===== config.mk =====
export PLATFORM = sky130hd
export DESIGN_NAME = vga_native_arbiter
export DESIGN_NICKNAME = d
export VERILOG_FILES = /design/src/rtl/vga_native_arbiter.sv
export SDC_FILE = /design/constraint.sdc
export NUM_CORES = 1
export LEC_CHECK = 0
export CORE_ASPECT_RATIO = 1.1
export CORE_MARGIN = 2
export CORE_UTILIZATION = 37
export CTS_BUF_LIST = sky130_fd_sc_hd__clkbuf_2 sky130_fd_sc_hd__clkbuf_4 sky130_fd_sc_hd__clkbuf_8
export CTS_CLUSTER_DIAMETER = 50
export DETAILED_ROUTE_END_ITERATION = 10
export PLACE_DENSITY_LB_ADDON = 0.15
export SYNTH_ARGS = -nofsm -noshare
export SYNTH_HDL_FRONTEND = slang
export SYNTH_SLANG_ARGS = --single-unit

===== constraint.sdc =====
create_clock -name clk -period 1.5 [get_ports clk]
set_input_delay 0.375 -clock clk [delete_from_list [all_inputs] [get_ports clk]]
set_output_delay 0.375 -clock clk [all_outputs]
set_load 0.03 [all_outputs]

===== src/rtl/vga_native_arbiter.sv =====
// vga_native_arbiter
//   Shares the native VGA register-bank port between two requesters.
//   Port 0 is the AXI-lite bridge side, port 1 an internal requester.
//   One transaction in flight at a time, sequenced IDLE -> ACCESS ->
//   (CAPTURE, reads only) -> RESP -> IDLE.
//
// Ports:
//   clk, arst_n                 clock, asynchronous active-low reset
//   reqN_valid/ready/we/addr/wdata  command channel of port N (N = 0, 1)
//   rspN_valid, rspN_rdata          one-cycle response pulse, read data
//   mem_write_en, mem_read_en       native strobes (only high in ACCESS)
//   mem_addr, mem_wdata, mem_rdata  native address/data; mem_rdata is
//                                   valid the cycle after mem_read_en
//
// Build option:
//   VGA_NATIVE_ARB_FIXED_PRIO_EN  defined   -> port 0 always wins a tie
//                                 undefined -> round-robin on ties
module vga_native_arbiter #(
  parameter int unsigned ADDR_W = 8,
  parameter int unsigned DATA_W = 32
) (
  input  logic              clk,
  input  logic              arst_n,
  input  logic              req0_valid,
  output logic              req0_ready,
  input  logic              req0_we,
  input  logic [ADDR_W-1:0] req0_addr,
  input  logic [DATA_W-1:0] req0_wdata,
  output logic              rsp0_valid,
  output logic [DATA_W-1:0] rsp0_rdata,
  input  logic              req1_valid,
  output logic              req1_ready,
  input  logic              req1_we,
  input  logic [ADDR_W-1:0] req1_addr,
  input  logic [DATA_W-1:0] req1_wdata,
  output logic              rsp1_valid,
  output logic [DATA_W-1:0] rsp1_rdata,
  output logic              mem_write_en,
  output logic              mem_read_en,
  output logic [ADDR_W-1:0] mem_addr,
  output logic [DATA_W-1:0] mem_wdata,
  input  logic [DATA_W-1:0] mem_rdata
);

  typedef enum logic [1:0] {
    S_IDLE,
    S_ACCESS,
    S_CAPTURE,
    S_RESP
  } state_t;

  state_t              state_q,        state_d;
  logic                grant_q,        grant_d;
  logic                we_q,           we_d;
  logic                mem_write_en_q, mem_write_en_d;
  logic                mem_read_en_q,  mem_read_en_d;
  logic [ADDR_W-1:0]   mem_addr_q,     mem_addr_d;
  logic [DATA_W-1:0]   mem_wdata_q,    mem_wdata_d;
  logic                rsp0_valid_q,   rsp0_valid_d;
  logic                rsp1_valid_q,   rsp1_valid_d;
  logic [DATA_W-1:0]   rsp0_rdata_q,   rsp0_rdata_d;
  logic [DATA_W-1:0]   rsp1_rdata_q,   rsp1_rdata_d;
`ifndef VGA_NATIVE_ARB_FIXED_PRIO_EN
  logic                last_grant_q,   last_grant_d;
`endif

  logic any_valid;
  logic win1;
  logic sel_we;

  // Arbitration: win1 selects port 1 as the winner of this IDLE cycle.
  always_comb begin
    any_valid = req0_valid | req1_valid;
`ifdef VGA_NATIVE_ARB_FIXED_PRIO_EN
    win1 = req1_valid & ~req0_valid;
`else
    // On a tie the port that did not win last time is granted.
    win1 = (req0_valid & req1_valid) ? ~last_grant_q : req1_valid;
`endif
  end

  // Ready is combinational and only offered to the winner while idle.
  assign req0_ready = (state_q == S_IDLE) & any_valid & ~win1;
  assign req1_ready = (state_q == S_IDLE) & win1;

  always_comb begin
    state_d        = state_q;
    grant_d        = grant_q;
    we_d           = we_q;
    mem_write_en_d = 1'b0;
    mem_read_en_d  = 1'b0;
    mem_addr_d     = mem_addr_q;
    mem_wdata_d    = mem_wdata_q;
    rsp0_valid_d   = 1'b0;
    rsp1_valid_d   = 1'b0;
    rsp0_rdata_d   = rsp0_rdata_q;
    rsp1_rdata_d   = rsp1_rdata_q;
`ifndef VGA_NATIVE_ARB_FIXED_PRIO_EN
    last_grant_d   = last_grant_q;
`endif
    sel_we         = win1 ? req1_we : req0_we;

    unique case (state_q)
      S_IDLE: begin
        if (any_valid) begin
          grant_d     = win1;
          we_d        = sel_we;
          mem_addr_d  = win1 ? req1_addr  : req0_addr;
          mem_wdata_d = win1 ? req1_wdata : req0_wdata;
`ifndef VGA_NATIVE_ARB_FIXED_PRIO_EN
          last_grant_d = win1;
`endif
          // Strobes are registered, so they are raised on the accepting
          // edge to be visible for exactly the ACCESS cycle.
          mem_write_en_d = sel_we;
          mem_read_en_d  = ~sel_we;
          state_d        = S_ACCESS;
        end
      end
      S_ACCESS: begin
        if (we_q) begin
          rsp0_valid_d = ~grant_q;
          rsp1_valid_d = grant_q;
          state_d      = S_RESP;
        end else begin
          state_d      = S_CAPTURE;
        end
      end
      S_CAPTURE: begin
        // mem_rdata is valid now; capture and raise the response together.
        if (grant_q) rsp1_rdata_d = mem_rdata;
        else         rsp0_rdata_d = mem_rdata;
        rsp0_valid_d = ~grant_q;
        rsp1_valid_d = grant_q;
        state_d      = S_RESP;
      end
      S_RESP: begin
        state_d = S_IDLE;
      end
      default: begin
        state_d = S_IDLE;
      end
    endcase
  end

  always_ff @(posedge clk or negedge arst_n) begin
    if (!arst_n) begin
      state_q        <= S_IDLE;
      grant_q        <= 1'b0;
      we_q           <= 1'b0;
      mem_write_en_q <= 1'b0;
      mem_read_en_q  <= 1'b0;
      mem_addr_q     <= '0;
      mem_wdata_q    <= '0;
      rsp0_valid_q   <= 1'b0;
      rsp1_valid_q   <= 1'b0;
      rsp0_rdata_q   <= '0;
      rsp1_rdata_q   <= '0;
`ifndef VGA_NATIVE_ARB_FIXED_PRIO_EN
      last_grant_q   <= 1'b1;
`endif
    end else begin
      state_q        <= state_d;
      grant_q        <= grant_d;
      we_q           <= we_d;
      mem_write_en_q <= mem_write_en_d;
      mem_read_en_q  <= mem_read_en_d;
      mem_addr_q     <= mem_addr_d;
      mem_wdata_q    <= mem_wdata_d;
      rsp0_valid_q   <= rsp0_valid_d;
      rsp1_valid_q   <= rsp1_valid_d;
      rsp0_rdata_q   <= rsp0_rdata_d;
      rsp1_rdata_q   <= rsp1_rdata_d;
`ifndef VGA_NATIVE_ARB_FIXED_PRIO_EN
      last_grant_q   <= last_grant_d;
`endif
    end
  end

  assign mem_write_en = mem_write_en_q;
  assign mem_read_en  = mem_read_en_q;
  assign mem_addr     = mem_addr_q;
  assign mem_wdata    = mem_wdata_q;
  assign rsp0_valid   = rsp0_valid_q;
  assign rsp1_valid   = rsp1_valid_q;
  assign rsp0_rdata   = rsp0_rdata_q;
  assign rsp1_rdata   = rsp1_rdata_q;

endmodule


==> flow_summary.json, run 1 <==
{
  "outcome": "finished with violations",
  "violated_checks": "negative setup slack",
  "cts.reportedPaths.clkPinSlew_ps": 70,
  "num_rows": 42,
  "cap_viol_max_count": 0,
  "max-vdd-ir-drop_mv": 1.16,
  "globalRouteOverflowTotal": 0,
  "crit_path_arrival_time_ps": 1440,
  "diodes": 0,
  "final-setup-viol-count": 105,
  "seq_area_frac_synth_pct": 62.0,
  "fp.dieH_um": 120,
  "combinational_cell_fraction_of_total_power_pct": 56.9,
  "detail_route.drc_violations": 0,
  "floorplan.die_area_um2": 13200,
  "worst-endpoint-required_ps": 1120,
  "wire_per_inst_um": 17.7,
  "report.final.slew_viol_count": 0,
  "power_switching_w": 0.00790,
  "grt_max_degree": 41,
  "post_layout_instance_area_um2": 7720,
  "port_buffers": 227,
  "dieWidth_um": 110,
  "switching_share_pct": 42.4,
  "root_buffer": "sky130_fd_sc_hd__clkbuf_8",
  "timing.critical_path.fanout_max": 3,
  "post_route_cells_drive_above_1_share_pct": 42.2,
  "netlist-cell-type-count": 27,
  "grt_use_total_pct": 20.6,
  "ant_nets": 0,
  "wirelength_mm": 13.9,
  "dpl_cell_area_um2": 7200,
  "finalHoldViolCount": 0,
  "clock_latency_ps": 420,
  "clock_tree_from_tritoncts": "done",
  "achievable-frequency_mhz": 552,
  "ctsLongestPathBuffers": 2,
  "io-pin-count": 228,
  "pwr-share-clk_pct": 13.6,
  "synth.avg_cell_area_um2": 12.8,
  "final_period_minus_worst_setup_slack_ps": 1810,
  "grt_pass1_vias": 4208,
  "layout_common_cells": "sky130_fd_sc_hd__clkdlybuf4s50_1, sky130_fd_sc_hd__dfrtp_1, sky130_fd_sc_hd__buf_2",
  "p_leak_nw": 3.58,
  "slew_headroom_pct": 70.9,
  "layout.core_utilization_pct": 64.1,
  "antenna_found_initial": 0,
  "power_density_nw_per_um2": 2410,
  "yosys_warn_count": 0,
  "synth_fp_nets": 478,
  "netlist_area_before_placement_um2": 4560,
  "dp_hpwl_mm": 9.11,
  "unrepaired_setup_endpoints_after_global_routing": "yes",
  "htreeDepth": 4,
  "worstSetupStartpointType": "register",
  "cts-buffers-inserted": 17,
  "net_count_reported_at_finish": 742,
  "crit_type": "reg2out",
  "viasPerCell": 4.99,
  "numClockSinks": 113,
  "detailroute.via_count": 3924,
  "worstMarginPinSlew_ps": 437,
  "synth-seq-cells": 113,
  "worst_clock_skew_ps": 11.7,
  "design.core.area_um2": 12000,
  "part_of_the_power_in_registers_pct": 29.5,
  "global_route_wire_length_before_repair_mm": 20.9,
  "post-route-worst-setup-slack_ps": -313,
  "leading_cell_type_in_the_layout_fill_and_taps_excluded": "sky130_fd_sc_hd__clkdlybuf4s50_1",
  "detailedRoute.firstPassIterationCount": 4,
  "floorplan.initialDensity_pct": 37.9,
  "dr.first_iter.drc_count": 213,
  "syn2layout_area_growth_pct": 69.1,
  "postSynthCellCount": 357,
  "setup.worst_path.end_class": "output port",
  "gpl.final_weighted_congestion": 0.767,
  "min_period_over_period_pct": 121,
  "p_int_w": 0.0107,
  "hold_class": "in2reg"
}
## cell type report
type / instances / area [um^2]
Clock buffer: 19 / 255
Clock inverter: 11 / 92.6
Fill cell: 983 / 4320
Inverter: 3 / 11.3
Multi-Input combinational cell: 217 / 1870
Sequential cell: 113 / 2830
Tap cell: 154 / 193
Timing Repair Buffer: 269 / 2470
## synth_stat cells
master,instances,area share [%]
sky130_fd_sc_hd__a21o_1,1,0.16
sky130_fd_sc_hd__clkbuf_1,3,0.25
sky130_fd_sc_hd__mux2i_1,1,0.22
sky130_fd_sc_hd__a221o_1,18,3.9
sky130_fd_sc_hd__a31oi_1,1,0.14
sky130_fd_sc_hd__nor2b_1,1,0.14
sky130_fd_sc_hd__o21a_1,1,0.16
sky130_fd_sc_hd__dfstp_2,1,0.58
sky130_fd_sc_hd__o21ai_1,1,0.11
sky130_fd_sc_hd__buf_4,2,0.33
sky130_fd_sc_hd__inv_1,3,0.25
sky130_fd_sc_hd__a21bo_2,1,0.22
sky130_fd_sc_hd__mux2_2,62,15
sky130_fd_sc_hd__and3_1,18,2.5
sky130_fd_sc_hd__and2_1,3,0.41
sky130_fd_sc_hd__buf_2,16,1.8
sky130_fd_sc_hd__or3b_2,1,0.19
sky130_fd_sc_hd__a21oi_1,46,5.0
sky130_fd_sc_hd__a21boi_2,1,0.25
sky130_fd_sc_hd__nor2_1,27,2.2
sky130_fd_sc_hd__mux2_1,2,0.49
sky130_fd_sc_hd__nand2_1,24,2.0
sky130_fd_sc_hd__dfrtp_1,112,61
sky130_fd_sc_hd__clkbuf_2,1,0.11
sky130_fd_sc_hd__o21ai_0,5,0.55
sky130_fd_sc_hd__ha_1,3,0.82
sky130_fd_sc_hd__buf_6,2,0.49
## through the flow
step	worst slack (ps)	setup TNS (ps)	cells	hold WS, ps	total power, W
6_report	-313	-8700	786	374	0.0186
5_1_grt	-380	-14740	786	395	0.0196
4_1_cts	-320	-7030	777	396	0.0187
2_1_floorplan	-10.7	-112	357	79.4	0.0113
3_3_place_gp	-396	-17070	734	352	0.0155
3_5_place_dp	-479	-19960	734	359	0.0157
## per-layer routing
layer | routed length [um] | track usage [%] | vias to the layer above
li1 | - | - | 1795
met4 | 247 | 8.47 | 0
met2 | 7080 | 34.3 | 181
met5 | 0 | 0 | -
met1 | 5530 | 25.0 | 1932
met3 | 1080 | 5.55 | 16
## final timing paths
check                                           startpoint                          to  slack [ps]  depth (start not counted)
min in group asynchronous                           arst_n   mem_wdata[28]$_DFFE_PN0P_         470                          2
worst min register to register  rsp1_rdata[17]$_DFFE_PN0P_  rsp1_rdata[17]$_DFFE_PN0P_         500                          1
worst max register to register      state_q[0]$_DFFE_PN0P_   rsp0_rdata[5]$_DFFE_PN0P_        -200                          8
worst max-delay path              last_grant_q$_DFFE_PN1P_                  req0_ready        -310                          4
worst min-delay path                            req1_valid      state_q[1]$_DFFE_PN0P_         370                          3
max in group asynchronous                           arst_n     mem_addr[5]$_DFFE_PN0P_         470                          3
## worst max-delay path: stages, from the launching register on
cell	delay, ps
sky130_fd_sc_hd__dfstp_2	570
sky130_fd_sc_hd__a21boi_4	70
sky130_fd_sc_hd__buf_4	150
sky130_fd_sc_hd__nor2_4	90
sky130_fd_sc_hd__buf_12	130
## logic make-up (layout without fill, tap and decap cells)
kind of cell    count (synthesis)  count (layout)  share of synthesized area, %
compound gates                 75              75                          10.6
fa+ha+maj                       3               3                         0.823
buf+inv                        27             302                          3.18
flops                         113             113                          62.0
mux                            65              65                          16.0
simple gates                   74              74                          7.40
## flip-flops by register name, summed over array words and instances (netlist names)
name,cells
rsp1_rdata,32
mem_read_en,1
rsp0_valid,1
mem_write_en,1
last_grant_q,1
mem_wdata,32
grant_q,1
rsp1_valid,1
rsp0_rdata,32
mem_addr,8
we_q,1
state_q,2
## what timing repair did
action,4_1_cts,5_1_grt
endpoints found under the setup margin,179,183
resized for setup,397,174
setup buffers,10,6
cloned,2,5
hold buffers,1,0
endpoints found under the hold margin,27,0
pin swaps,3,4
## power groups by stage
stage	Combinational [W]	Sequential, W	Clock [W]
detailed placement	0.0102	0.00548	0
global placement	0.0100	0.00546	0
global route	0.0112	0.00567	0.00276
CTS	0.0106	0.00549	0.00261
floorplan	0.00301	0.00831	0
finish	0.0106	0.00550	0.00254
Note: power is estimated with default switching activity, not from simulation.
==> run 2: changes to the inputs <==
GPL_TIMING_DRIVEN = 0   (was not set)
==> flow_summary.json, run 2 (same netlist as run 1, synthesis figures left out) <==
{
  "worst-endpoint-required_ps": 1120,
  "min_period_over_period_pct": 123,
  "hold_class": "in2reg",
  "layout_common_cells": "sky130_fd_sc_hd__clkdlybuf4s50_1, sky130_fd_sc_hd__dfrtp_1, sky130_fd_sc_hd__clkdlybuf4s15_2",
  "floorplan.die_area_um2": 13200,
  "post-route-worst-setup-slack_ps": -344,
  "finalHoldViolCount": 0,
  "multi_input_comb_area_um2": 2030,
  "cap_viol_max_count": 0,
  "cts.reportedPaths.clkPinSlew_ps": 60,
  "pre_cts_slack_ps": -1330,
  "cts-buffers-inserted": 17,
  "htreeDepth": 4,
  "p_leak_nw": 3.93,
  "outcome": "finished with violations",
  "numClockSinks": 113,
  "violated_checks": "negative setup slack",
  "post_route_cells_drive_above_1_share_pct": 47.7,
  "grt_pass1_vias": 4321,
  "root_buffer": "sky130_fd_sc_hd__clkbuf_8",
  "diodes": 0,
  "crit_path_arrival_time_ps": 1470,
  "report.final.slew_viol_count": 0,
  "setup.worst_path.end_class": "output port",
  "ant_nets": 0,
  "max-vdd-ir-drop_mv": 1.17,
  "antenna_found_initial": 0,
  "critical-path-slowest-cell": "sky130_fd_sc_hd__dfrtp_1",
  "achievable-frequency_mhz": 542,
  "sum_of_buffers_and_inverters_on_the_critical_path": 3,
  "num_rows": 42,
  "syn2layout_area_growth_pct": 90.4,
  "unrepaired_setup_endpoints_after_global_routing": "yes",
  "final-setup-viol-count": 110,
  "grt_max_degree": 66,
  "leading_cell_type_in_the_layout_fill_and_taps_excluded": "sky130_fd_sc_hd__clkdlybuf4s50_1",
  "worstMarginPinSlew_ps": 649,
  "slew_headroom_pct": 56.7,
  "stdcell_count": 812,
  "critPathTopFamily": "flip-flops",
  "fp.dieH_um": 120,
  "detailedRoute.firstPassIterationCount": 4,
  "floorplan.initialDensity_pct": 37.9,
  "clock_tree_from_tritoncts": "done",
  "detail_route.drc_violations": 0,
  "final_period_minus_worst_setup_slack_ps": 1840,
  "critical-path-top-cell-by-count": "sky130_fd_sc_hd__buf_6",
  "io-pin-count": 228,
  "ctsLongestPathBuffers": 2,
  "crit_type": "reg2out",
  "port_buffers": 227,
  "dr.first_iter.drc_count": 159,
  "net_count_reported_at_finish": 767,
  "nFillCells": 883,
  "critPathMaxStageDelay_ps": 400,
  "wire_per_inst_um": 17.7,
  "globalRouteOverflowTotal": 0,
  "critical_path_cell_sequence": "inv_2, ha_4, o21ai_4, buf_6, nor2_4, buf_6",
  "post_layout_instance_area_um2": 8690,
  "design.core.area_um2": 12000,
  "grt_use_total_pct": 22.1,
  "worstSetupStartpointType": "register",
  "layout.core_utilization_pct": 72.2,
  "hold_ws_ps": 479,
  "worst_clock_skew_ps": 12.0,
  "viasPerCell": 4.94,
  "layout.area.seq_um2": 2830,
  "detailroute.via_count": 4010,
  "dpl_cell_area_um2": 7150,
  "placed_cells_incl_taps": 739,
  "timing.critical_path.fanout_max": 4,
  "power_density_nw_per_um2": 2410,
  "gpl.final_weighted_congestion": 0.749,
  "dp_hpwl_mm": 9.17,
  "wirelength_mm": 14.4,
  "global_route_wire_length_before_repair_mm": 22.1,
  "dieWidth_um": 110,
  "clock_latency_ps": 420
}
run 2: changes by cell type in the layout (fill, tap and decap cells not counted), moves of 9 or more:
cell                              delta
sky130_fd_sc_hd__and3_1              -9
sky130_fd_sc_hd__and3_4              +9
sky130_fd_sc_hd__buf_2              -71
sky130_fd_sc_hd__buf_6              +16
sky130_fd_sc_hd__buf_8               +9
sky130_fd_sc_hd__clkdlybuf4s15_2    +79
sky130_fd_sc_hd__mux2_2             -24
sky130_fd_sc_hd__mux2_4             +24
sky130_fd_sc_hd__nor2_1              -9
sky130_fd_sc_hd__nor2_2              +9
run 2: per-stage QoR:
stage	total power (W)	TNS (ps)
after floorplan	0.0113	-112
after global placement	0.0153	-505780
after detailed placement	0.0155	-33110
after CTS	0.0205	-11050
after global routing	0.0220	-25960
final	0.0209	-16390
run 2: final cells by class:
class	instances	area share (%)
clock inverter	10	1.81
multi-input combinational	217	23.3
sequential	113	32.6
buffer	22	2.79
timing repair buffer	272	33.9
inverter	3	0.130
clock buffer	21	3.25
tap	154	2.22
run 2: power breakdown:
part	internal (W)	switching (W)	total, W
logic	0.00615	0.00604	0.0122
clock network	0.00194	0.00120	0.00314
registers	0.00462	0.000944	0.00557
total	0.0127	0.00818	0.0209
run 2: worst reg2reg max path, delay by kind of cell (launching register included):
kind          cells  cell delay [ps]
fa+ha+maj         1              160
buf+inv           5              660
flops             1              400
simple gates      1              130
mux               1              300
run 2: repair_timing:
| action | 4_1_cts | 5_1_grt |
|---|---|---|
| buffers inserted | 20 | 16 |
| hold endpoints to repair | 37 | 0 |
| setup endpoints to repair | 209 | 203 |
| pin swaps | 3 | 4 |
| hold buffers | 1 | 0 |
| resized for setup | 457 | 53 |
| cloned | 10 | 0 |
run 2: worst paths after layout:
check / from / endpoint / slack, ps / cells after the start
min reg2reg: rsp1_rdata[5]$_DFFE_PN0P_ / rsp1_rdata[5]$_DFFE_PN0P_ / 510 / 1
max: state_q[1]$_DFFE_PN0P_ / req0_ready / -340 / 6
min in group asynchronous: arst_n / rsp1_rdata[11]$_DFFE_PN0P_ / 520 / 2
min: req1_valid / last_grant_q$_DFFE_PN1P_ / 480 / 3
max reg2reg: state_q[1]$_DFFE_PN0P_ / rsp0_rdata[2]$_DFFE_PN0P_ / -260 / 8
max in group asynchronous: arst_n / last_grant_q$_DFFE_PN1P_ / 180 / 3
run 2: per-layer routing:
layer | routed length [um] | GRT usage, % | part of all wire [%] | up-vias
met5 | 0 | 0 | 0 | -
met4 | 220 | 7.20 | 1.5 | 0
li1 | - | - | - | 1844
met2 | 7470 | 38.2 | 52 | 161
met3 | 1140 | 7.82 | 7.9 | 17
met1 | 5560 | 25.1 | 39 | 1988
==> run 3: changes to the inputs <==
PLACE_DENSITY_LB_ADDON = 0.05   (was 0.15)
==> flow_summary.json, run 3 (same netlist as run 1, synthesis figures left out) <==
{
  "ctsLongestPathBuffers": 2,
  "dp_hpwl_mm": 9.11,
  "outcome": "finished with violations",
  "port_buffers": 227,
  "combinational_cell_fraction_of_total_power_pct": 56.9,
  "design.core.area_um2": 12000,
  "worst-endpoint-required_ps": 1120,
  "achievable-frequency_mhz": 550,
  "p_int_w": 0.0121,
  "leading_cell_type_in_the_layout_fill_and_taps_excluded": "sky130_fd_sc_hd__clkdlybuf4s50_1",
  "clock_latency_ps": 410,
  "detailedRoute.firstPassIterationCount": 4,
  "floorplan.die_area_um2": 13200,
  "grt_use_total_pct": 20.3,
  "gpl.final_weighted_congestion": 0.738,
  "part_of_the_power_in_registers_pct": 27.4,
  "slew_headroom_pct": 68.2,
  "p_leak_nw": 3.84,
  "report.final.slew_viol_count": 0,
  "cts.reportedPaths.clkPinSlew_ps": 70,
  "post-route-worst-setup-slack_ps": -318,
  "timing.critical_path.fanout_max": 3,
  "hold_ws_ps": 376,
  "ant_nets": 0,
  "violated_checks": "negative setup slack",
  "root_buffer": "sky130_fd_sc_hd__clkbuf_8",
  "unrepaired_setup_endpoints_after_global_routing": "yes",
  "worstSetupStartpointType": "register",
  "net_count_reported_at_finish": 755,
  "power_w": 0.0201,
  "final-setup-viol-count": 83,
  "power_density_nw_per_um2": 2410,
  "detailroute.via_count": 3933,
  "max-vdd-ir-drop_mv": 1.10,
  "pwr-share-clk_pct": 15.7,
  "setup.worst_path.end_class": "output port",
  "dr.first_iter.drc_count": 148,
  "switching_share_pct": 39.7,
  "grt_max_degree": 92,
  "layout_common_cells": "sky130_fd_sc_hd__clkdlybuf4s50_1, sky130_fd_sc_hd__dfrtp_1, sky130_fd_sc_hd__clkdlybuf4s15_2",
  "floorplan.initialDensity_pct": 37.9,
  "grt_pass1_vias": 4084,
  "cap_viol_max_count": 0,
  "detail_route.drc_violations": 0,
  "min_period_over_period_pct": 121,
  "numClockSinks": 113,
  "num_rows": 42,
  "fp.dieH_um": 120,
  "viasPerCell": 4.92,
  "dieWidth_um": 110,
  "diodes": 0,
  "power_switching_w": 0.00795,
  "global_route_wire_length_before_repair_mm": 20.6,
  "worstMarginPinSlew_ps": 477,
  "crit_path_arrival_time_ps": 1440,
  "final_period_minus_worst_setup_slack_ps": 1820,
  "worst_clock_skew_ps": 17.4,
  "setup_tns_ps": -7850,
  "wirelength_mm": 13.9,
  "hold_class": "in2async",
  "syn2layout_area_growth_pct": 82.0,
  "finalHoldViolCount": 0,
  "cts-buffers-inserted": 17,
  "globalRouteOverflowTotal": 0,
  "crit_type": "reg2out",
  "wire_per_inst_um": 17.3,
  "post_route_cells_drive_above_1_share_pct": 43.3,
  "htreeDepth": 4,
  "clock_tree_from_tritoncts": "done",
  "io-pin-count": 228,
  "antenna_found_initial": 0
}
==> run 3: critical path, cell delays in order, from the launching register on <==
cell                      delay, ps
sky130_fd_sc_hd__dfrtp_1        390
sky130_fd_sc_hd__inv_2           80
sky130_fd_sc_hd__ha_4           150
sky130_fd_sc_hd__o21ai_4         60
sky130_fd_sc_hd__buf_6          130
sky130_fd_sc_hd__nor2_4          80
sky130_fd_sc_hd__buf_6          130
==> run 3: power by group through the flow <==
stage	Clock (W)	Combinational [W]	Sequential (W)
final	0.00316	0.0114	0.00549
after floorplan	0	0.00301	0.00831
after CTS	0.00323	0.0108	0.00544
after global placement	0	0.00993	0.00539
after global routing	0.00335	0.0121	0.00566
after detailed placement	0	0.0101	0.00546
==> run 3: final timing paths <==
path / start / end / slack, ps / cells past startpoint
worst min register to register: rsp0_rdata[18]$_DFFE_PN0P_ / rsp0_rdata[18]$_DFFE_PN0P_ / 500 / 1
worst max register to register: state_q[0]$_DFFE_PN0P_ / rsp0_rdata[7]$_DFFE_PN0P_ / -200 / 8
max in group asynchronous: arst_n / last_grant_q$_DFFE_PN1P_ / 360 / 3
worst max-delay path: state_q[0]$_DFFE_PN0P_ / req0_ready / -320 / 6
worst min-delay path: arst_n / rsp1_rdata[27]$_DFFE_PN0P_ / 380 / 2
min in group clk: req1_valid / last_grant_q$_DFFE_PN1P_ / 490 / 3
==> run 3: repair_timing <==
| action | 4_1_cts | 5_1_grt |
|---|---|---|
| hold endpoints to repair | 22 | 0 |
| pin swaps | 2 | 4 |
| endpoints found under the setup margin | 211 | 129 |
| gates cloned | 4 | 5 |
| buffers inserted | 16 | 7 |
| gates resized for setup | 405 | 124 |
| hold buffers | 1 | 0 |
==> run 3: cell type report <==
type,instances,area [um^2]
Fill cell,947,3730
Sequential cell,113,2830
Timing Repair Buffer,261,2650
Multi-Input combinational cell,217,1910
Clock buffer,21,283
Buffer,21,280
Tap cell,154,193
Clock inverter,10,158
Inverter,3,11.3
==> run 3: metrics by stage <==
| stage | utilization [%] | setup WS, ps | cells | area [um^2] |
|---|---|---|---|---|
| after floorplan | - | -10.7 | 357 | 4660 |
| after global placement | 59.2 | -4300 | 738 | 7120 |
| after detailed placement | 59.4 | -1330 | 739 | 7150 |
| after CTS | 67.5 | -361 | 790 | 8130 |
| after global routing | 69.0 | -378 | 800 | 8310 |
| final | 69.0 | -318 | 800 | 8310 |
==> run 3: layer usage <==
| metal | share of wire, % | vias to the layer above | GRT usage, % |
|---|---|---|---|
| met4 | 1.1 | 0 | 7.12 |
| met5 | 0 | - | 0 |
| met3 | 8.1 | 10 | 6.95 |
| met1 | 39 | 1950 | 23.6 |
| met2 | 52 | 148 | 34.4 |
| li1 | - | 1825 | - |
